$ cat src/rtl/flow_led_ctrl.sv
// Flow-LED pattern generator: rotate-left/right, ping-pong and bar-fill, one step per CNT_MAX+1 cycles.
// Define FLOW_LED_ACTIVE_LOW_EN to drive led as the inverse of the pattern (current-sinking LEDs).
module flow_led_ctrl #(
  parameter int LED_NUM = 4,
  parameter     CNT_MAX = 25'd24_999_999,
  parameter int CNT_W   = 25
) (
  input  logic               sys_clk,
  input  logic               rst_n,
  input  logic [1:0]         mode,
  input  logic               pause,
  output logic [LED_NUM-1:0] led,
  output logic               step
);

  typedef enum logic [1:0] {
    MODE_ROL  = 2'b00,
    MODE_ROR  = 2'b01,
    MODE_PING = 2'b10,
    MODE_BAR  = 2'b11
  } mode_e;

  localparam logic [CNT_W-1:0]   CNT_LAST = CNT_W'(CNT_MAX);
  localparam logic [LED_NUM-1:0] PAT_LSB  = {{(LED_NUM-1){1'b0}}, 1'b1};
  localparam logic [LED_NUM-1:0] PAT_MSB  = {1'b1, {(LED_NUM-1){1'b0}}};

  logic [CNT_W-1:0]   cnt;
  logic [LED_NUM-1:0] pat;
  logic [LED_NUM-1:0] pat_nxt;
  logic               dir;      // 0 = up (toward MSB), 1 = down
  logic               dir_nxt;
  mode_e              mode_q;
  mode_e              mode_in;
  logic               hit;

  function automatic logic [LED_NUM-1:0] drive(input logic [LED_NUM-1:0] p);
`ifdef FLOW_LED_ACTIVE_LOW_EN
    return ~p;
`else
    return p;
`endif
  endfunction

  assign mode_in = mode_e'(mode);
  assign hit     = !pause && (cnt == CNT_LAST);

  // Next pattern is only consumed on step cycles; a new mode reloads instead of advancing.
  always_comb begin
    pat_nxt = pat;
    dir_nxt = dir;
    if (mode_in != mode_q) begin
      dir_nxt = 1'b0;
      case (mode_in)
        MODE_ROR: pat_nxt = PAT_MSB;
        default:  pat_nxt = PAT_LSB;
      endcase
    end else begin
      case (mode_q)
        MODE_ROL: pat_nxt = {pat[LED_NUM-2:0], pat[LED_NUM-1]};
        MODE_ROR: pat_nxt = {pat[0], pat[LED_NUM-1:1]};
        MODE_PING: begin
          if (dir) begin
            pat_nxt = pat >> 1;
            if (pat_nxt[0]) dir_nxt = 1'b0;
          end else begin
            pat_nxt = pat << 1;
            if (pat_nxt[LED_NUM-1]) dir_nxt = 1'b1;
          end
        end
        default: pat_nxt = (&pat) ? PAT_LSB : {pat[LED_NUM-2:0], 1'b1};
      endcase
    end
  end

  always_ff @(posedge sys_clk) begin
    if (!rst_n) begin
      cnt    <= '0;
      step   <= 1'b0;
      mode_q <= MODE_ROL;
      dir    <= 1'b0;
      pat    <= PAT_LSB;
      led    <= drive(PAT_LSB);
    end else begin
      if (!pause) cnt <= hit ? '0 : cnt + CNT_W'(1);
      step <= hit;
      if (step) begin
        pat    <= pat_nxt;
        dir    <= dir_nxt;
        mode_q <= mode_in;
        led    <= drive(pat_nxt);
      end
    end
  end

endmodule

$ cat config.mk
export PLATFORM = sky130hd
export DESIGN_NAME = flow_led_ctrl
export DESIGN_NICKNAME = d
export VERILOG_FILES = /design/src/rtl/flow_led_ctrl.sv
export SDC_FILE = /design/constraint.sdc
export NUM_CORES = 1
export LEC_CHECK = 0
export ABC_AREA = 1
export BUFFER_PORTS_ARGS = -buffer_cell sky130_fd_sc_hd__buf_2
export CORE_MARGIN = 1.5
export CORE_UTILIZATION = 60
export DETAILED_ROUTE_END_ITERATION = 16
export PLACE_DENSITY = 0.9
export SLEW_MARGIN = 0
export SYNTH_ARGS = -nofsm -noshare
export SYNTH_HDL_FRONTEND = slang
export SYNTH_SLANG_ARGS = --single-unit
$ cat constraint.sdc
create_clock -name sys_clk -period 3.7 [get_ports sys_clk]
set_input_delay 0 -clock sys_clk [delete_from_list [all_inputs] [get_ports sys_clk]]
set_output_delay 0 -clock sys_clk [all_outputs]
set_load 0.02 [all_outputs]
# Word-level counts from Yosys, hierarchy flattened
# Cells that the tools add are included.
[word_totals]
in_bits = 5
romBits = 0
latchBits = 0
mem_count = 0
register_bits = 33
ramBits = 0
[classes]
div = 0
addsub = 1
magnitude_cmp = 0
n_eq_ne = 5
bitwise_logic = 0
n_shift = 0
muxes = 11
reduce_logical = 6
mul = 0
[ops]
columns = ["cell", "count"]
rows = [
  ["25-bit by 1-bit adder with 25-bit output, second input constant", 1],
  ["25-bit == test, second input constant", 1],
  ["25-bit 2-to-1 mux", 1],
  ["4-bit 2-to-1 mux", 4],
  ["4-bit case mux with 3 select lines", 1],
  ["1-bit 2-to-1 mux", 5],
  ["2-bit by 1-bit == test with 1-bit output, second input constant", 2],
  ["4-bit AND reduction", 1],
  ["2-bit == test, second input constant", 1],
  ["2-bit zero test", 1],
  ["2-bit != test", 1],
  ["2-bit AND reduction", 1],
  ["2-bit nonzero test", 1],
  ["1-bit logical AND", 1],
  ["1-bit zero test", 1],
]

# Logic depth before layout (Yosys ltp)
# Gate-level depths: netlist of the first run.
[depth]
depth_word = 4
ltp_mapped = 10
depth_no_buf = 9

# Least setup slack after synthesis of the first run
# OpenSTA, ideal clock, no wires.
[synth_path]
path_kind = "register to register"
startpoint = "register cnt[0]"
endpoint = "register cnt[21]"
path_buffers = 1
synth_period_minus_slack_ns = 1.378
slack_ns = 2.322
arrival_time_ns = 1.261
stages_incl_launch_ff = 10
required_time_ns = 3.583
cell_sequence = "dfxtp_1 ha_1 nand2_1 nor3_2 nand2_1 nor2_2 nor2_4 buf_6 nand2_1 nor2_1"
[synth_via]
elab_chain_cells = 3
[synth_rtl]
columns = ["element", "line_no", "text"]
rows = [
  ["from (decl)", "27", "logic [CNT_W-1:0] cnt;"],
  ["from (signal assigned)", "84", "if (!pause) cnt <= hit ? '0 : cnt + CNT_W'(1);"],
  ["branches (longest 2 deep; another with 25-bit by 1-bit adder with 25-bit output)", "-", ""],
  ["25-bit 2-to-1 mux (*)", "84", ""],
]
# Mark *: on every way between the ends.
# A chain may end at the register's enable or synchronous reset.

# Worst setup path in the final report of the first run
[layout_path]
startpoint = "register cnt[0]"
endpoint = "register cnt[0]"
# Same word-level chain as after synthesis.

==> metrics, run 1 <==
RSZ-0062 raised after global routing false; H-tree level count 2; sequential share of the synthesized area 33.6%; worst-path cell chain ha_1, nand2_1, nor3_2, nand2_1, inv_1, nand2_1, nand2_1, o21ai_0; vias per cell 5.06; count of different cell masters after synthesis 29; ANT nets after route 0; Crit. End Element register; Yosys reg bits 33; Synth Instances 311; Post-CTS Setup Inserts 0; Comb pwr share 4.4%; FP Rows 20; worst setup margin 2110 ps; CP peak stage delay 400 ps; fin crit share 42.9%; Post-Place Worst Slack 2160 ps; Yosys warning count 0; Max Slew Vio Count 0; CTS tree done; switch share 23.0%; clk root buf clkbuf_4; CP required 3910 ps; Mean Syn Cell Area 6.33 sq um; Worst Min Path Start pause; final net count 334; global-route wire length before repair 7020 microns; Min-Delay Path Depth 3; Reg-to-Reg End cnt[0]; initial antenna violation count 0; post-CTS sizing 0; grt ovf 0; clk_lat worst skew 330 ps; CTS clk-pin slew, worst paths 90 ps; final total power 592 uW; Reg-to-Reg Start cnt[0]; CP bufs+invs 1; actual slew at the worst max-slew pin 527 ps; share of power burned in registers 60.7%; number of port buffers 9; routed len/inst 11.1 microns; FF-to-FF setup slack 2110 ps; cell area after synthesis 1970 sq um; commonest non-fill, non-tap cell in the layout nand2_1; CTS buffer count 5; Worst R2R Path Depth 8; Power Density 277 nW/um^2; # setup viols final 0; largest net degree at the start of global routing 16; Crit Path Max Fanout 7; Initial Util 63.9%; DR DRC count 0; Layout area overhead 8.52%; CP max-delay cell dfxtp_1; status completed; core area 3080 sq um; Min-Delay Path Class input pin to register; Net Switching 136 uW; final hold violations 0; DIE WIDTH 60.3 microns; Largest delay share family, worst path simple AND/OR/NAND/NOR gates; cell mode on critical path nand2_1; Initial DRC Count 112; # clock sinks 33; drt pass-1 iters 4; Die Area 3630 sq um; DP HPWL 3070 microns; vias in the first global route 1749; layout cell share with drive strength beyond 1 13.1%; skew final 2.91 ps; setup_tns 0 ps; GRT Total Usage 25.8%; wirelength, routed 4130 microns; Final min period 1590 ps; clk buf depth 2; GP Congestion 0.890; DIE HEIGHT 60.3 microns; Antenna Cells 0; maximum VDD drop 210 uV; syn nets 317; WHS Endpoint cnt[1]; Arr. time, crit path 1800 ps; kind of critical path register to register; type of origin of the critical path register; most frequent cells in the layout 93 x nand2_1, 56 x nor2_1, 38 x inv_1; I/O pin cnt 10; Clock Power Share 34.9%; Max Cap Viol 0; Power Internal 456 uW; Slew HR 64.6%; Leak 0.000891 uW; Vias 1882; fmax 630 MHz
## worst min-delay path: cells and delay by family
family / cells / cell delay [ps]
buffers and inverters: 1 / 170
AND/OR/NAND/NOR: 1 / 90
AO/OA/AOI/OAI: 1 / 70
## worst max-delay path by stage
stage          startpoint       to  depth (start not counted)
2_1_floorplan      cnt[0]  cnt[21]                          9
3_3_place_gp       cnt[0]   cnt[1]                          8
3_5_place_dp       cnt[0]   cnt[0]                          8
4_1_cts            cnt[0]   cnt[0]                          8
5_1_grt            cnt[0]   cnt[0]                          8
6_report           cnt[0]   cnt[0]                          8
## timing repair
action | CTS | global route
setup endpoints to repair | 0 | 0
hold endpoints to repair | 4 | 0
hold buffers | 4 | 0
## per-stage QoR
step                utilization (%)  hold slack [ps]  area, sq um  std cells
floorplan                         -              138         1970        311
CTS                            69.4             29.5         2140        372
global route                   69.4             56.4         2140        372
finish                         69.4             54.5         2140        372
detailed placement             66.3              308         2040        361
global placement               66.3              300         2040        361
## final cells by class
type                    instances  area (sq um)
repair buffers                 13          85.1
well taps                      44          55.1
multi-input cells             231          1110
inverters                      44           165
flip-flops and latches         33           661
fillers                       272           942
clock buffers                   7          55.1
## power groups by stage
stage | combinational, uW | clock, uW | sequential [uW]
final | 26.2 | 207 | 359
after global routing | 29.4 | 222 | 359
after CTS | 25.7 | 210 | 359
after detailed placement | 23.1 | 0 | 367
after global placement | 22.6 | 0 | 367
after floorplan | 18.0 | 0 | 367
## cells in the mapped netlist (all sizes together)
| master | number | area share [%] |
|---|---|---|
| nor3 | 7 | 2.0 |
| nand2 | 99 | 20 |
| xor2 | 3 | 1.3 |
| nor4 | 2 | 0.64 |
| nor2 | 67 | 16 |
| a31oi | 2 | 0.64 |
| clkinv | 1 | 0.19 |
| buf | 3 | 1.4 |
| ha | 1 | 0.64 |
| o211ai | 3 | 1.1 |
| or2 | 2 | 0.64 |
| xnor2 | 2 | 0.89 |
| a21oi | 11 | 2.8 |
| dfxtp | 33 | 34 |
| nand4 | 7 | 2.2 |
| nand3 | 15 | 5.0 |
| nor3b | 2 | 0.76 |
| inv | 43 | 8.2 |
| o21ai | 7 | 1.8 |
| o21bai | 1 | 0.38 |
## kinds of logic after synthesis
family / Yosys count / share of synthesized area (%)
AO/OA/AOI/OAI: 24 / 6.74
XOR/XNOR: 5 / 2.23
buffers and inverters: 47 / 9.79
AND/OR/NAND/NOR: 201 / 47.0
adder cells (fa/ha/maj): 1 / 0.636
flip-flops: 33 / 33.6
## routing by layer
layer | track usage (%) | vias to the layer above | part of all wire [%]
met1 | 29.0 | 837 | 45
met3 | 5.19 | 4 | 4.6
li1 | - | 1001 | -
met5 | 0 | - | 0
met2 | 46.4 | 40 | 49
met4 | 11.1 | 0 | 0.97
## registers in the layout, summed over array words and instances, names as in the netlist
register,count
cnt,25
dir,1
pat,4
step,1
mode_q,2
Note: power is estimated with default switching activity, not from simulation.
==> inputs of run 2 (changes only) <==
--- a/config.mk
+++ b/config.mk
@@ -8,9 +8,9 @@
 export ABC_AREA = 1
 export BUFFER_PORTS_ARGS = -buffer_cell sky130_fd_sc_hd__buf_2
 export CORE_MARGIN = 1.5
-export CORE_UTILIZATION = 60
+export CORE_UTILIZATION = 54
 export DETAILED_ROUTE_END_ITERATION = 16
-export PLACE_DENSITY = 0.9
+export PLACE_DENSITY = 0.86
 export SLEW_MARGIN = 0
 export SYNTH_ARGS = -nofsm -noshare
 export SYNTH_HDL_FRONTEND = slang
==> constraint.sdc (replaced) <==
create_clock -name sys_clk -period 1.4 [get_ports sys_clk]
set_input_delay 0 -clock sys_clk [delete_from_list [all_inputs] [get_ports sys_clk]]
set_output_delay 0 -clock sys_clk [all_outputs]
set_load 0.02 [all_outputs]
==> run 2 against run 1 <==
Critical path depth grew 1. Worst hold slack lost 25 ps. The flow now finishes with violations (negative setup slack). Sequential cell count is the same. Critical path type unchanged. Global-route usage shrank 1.1 points. Power grew to 3.0 times the previous value. Final cell count grew 5.6%.
==> metrics, run 2 (synthesis gave the netlist of run 1 again) <==
maximum VDD drop 716 uV; I/O pin cnt 10; post-placement cell area 2140 sq um; actual slew at the worst max-slew pin 332 ps; core area 3420 sq um; clk_lat worst skew 350 ps; kind of critical path register to register; CTS clk-pin slew, worst paths 100 ps; wirelength, routed 4950 microns; type of origin of the critical path register; final hold violations 0; RSZ-0062 raised after global routing true; Finished Cell Area 2450 sq um; Crit Path Max Fanout 7; Clock Power Share 42.0%; Largest regs cnt x25, pat x4, mode_q x2; clk buf depth 2; GP Congestion 0.865; Non-Filler Instances 393; worst setup margin -70.0 ps; Net Switching 392 uW; Max Slew Vio Count 0; Final min period 1470 ps; routed len/inst 12.6 microns; Comb pwr share 5.3%; global-route wire length before repair 7830 microns; FP Rows 21; Initial Util 57.6%; Largest Register cnt; fin crit share 105%; Power Internal 1410 uW; status complete, but fails checks; number of port buffers 9; Largest register FFs 25; Vias 2078; largest net degree at the start of global routing 11; CTS tree done; share of power burned in registers 52.7%; CTS buffer count 5; Die Area 4020 sq um; ANT nets after route 0; Initial DRC Count 174; H-tree level count 2; DP HPWL 3180 microns; Slew HR 77.7%; DR DRC count 0; layout cell share with drive strength beyond 1 25.9%; Max Cap Viol 0; clk root buf clkbuf_4; Power Density 736 nW/um^2; failing checks negative setup slack; Arr. time, crit path 1720 ps; # clock sinks 33; fill cell count 250; FF-to-FF setup slack -70 ps; commonest non-fill, non-tap cell in the layout nand2_1; final net count 352; Post-Place Worst Slack -63.3 ps; # setup viols final 13; Min-Delay Path Class input pin to register; DIE HEIGHT 63.4 microns; DIE WIDTH 63.4 microns; initial antenna violation count 0; Layout area overhead 24.3%; GRT Total Usage 24.6%; fmax 680 MHz; Crit. End Element register; hold_ws 29.9 ps; CP required 1650 ps; grt ovf 0; switch share 21.8%; Antenna Cells 0; vias per cell 5.29; placed cell count 376; skew final 15.4 ps; drt pass-1 iters 4; vias in the first global route 1845; Leak 0.00104 uW; most frequent cells in the layout 86 x nand2_1, 51 x nor2_1, 38 x inv_1
run 2: changes by cell type in the layout (fill, tap and decap cells not counted), moves of 3 or more:
cell | previous run | this run
buf_4 | 0 | 15
dfxtp_2 | 0 | 11
nor2_4 | 5 | 10
dfxtp_1 | 33 | 21
nand2_1 | 93 | 86
nor2_1 | 56 | 51
nand2_2 | 6 | 11
nand3_1 | 12 | 9
run 2: final timing paths:
path	depth (start not counted)	start	to
setup / recovery	9	cnt[1]	cnt[15]
hold / removal	3	pause	cnt[0]
setup reg to reg	9	cnt[1]	cnt[15]
hold reg to reg	1	step	dir
run 2: power by group through the flow:
stage          clock, uW  sequential [uW]  combinational, uW
5_1_grt              803              951                105
3_5_place_dp           0              968               74.1
6_report             757              950               95.3
2_1_floorplan          0              969               47.5
3_3_place_gp           0              968               72.2
4_1_cts              768              949               82.4
run 2: layer usage:
layer  part of all wire [%]  GRT usage (%)  wire length (microns)  up-vias
met1                     41           29.4                   2030      930
li1                       -              -                      -     1039
met4                    3.2           11.4                    158        0
met5                      0              0                      0        -
met2                     50           41.3                   2460       91
met3                    6.4           6.25                    315       18
run 2: repair_timing:
| action | CTS | global route |
|---|---|---|
| hold buffers | 4 | 0 |
| endpoints found under the hold margin | 4 | 0 |
| gates resized for setup | 7 | 35 |
| setup buffers | 1 | 5 |
| pin swaps | 3 | 12 |
| endpoints found under the setup margin | 22 | 24 |
run 2: layout make-up:
| cell class | instances | area [sq um] | area share [%] |
|---|---|---|---|
| timing repair buffer | 31 | 240 | 9.82 |
| clock buffer | 7 | 55.1 | 2.25 |
| multi-input combinational | 231 | 1220 | 49.9 |
| inverter | 44 | 165 | 6.75 |
| sequential | 33 | 678 | 27.7 |
| clock inverter | 1 | 30.0 | 1.23 |
| tap | 46 | 57.6 | 2.35 |
run 2: critical path, stage by stage, from the launching register on:
cell,delay (ps)
dfxtp_2,370
ha_4,160
nand2_4,80
nor3_4,200
nand2_2,110
nor2_4,120
nor2_4,40
buf_4,160
nand2_1,70
nor2_1,60
run 2: through the flow:
step	util, %	TNS, ps	total power, uW
finish	71.6	-320	1800
global placement	62.7	-23.2	1040
detailed placement	62.7	-952	1040
floorplan	-	0	1020
global route	71.6	-1070	1860
CTS	67.2	0	1800
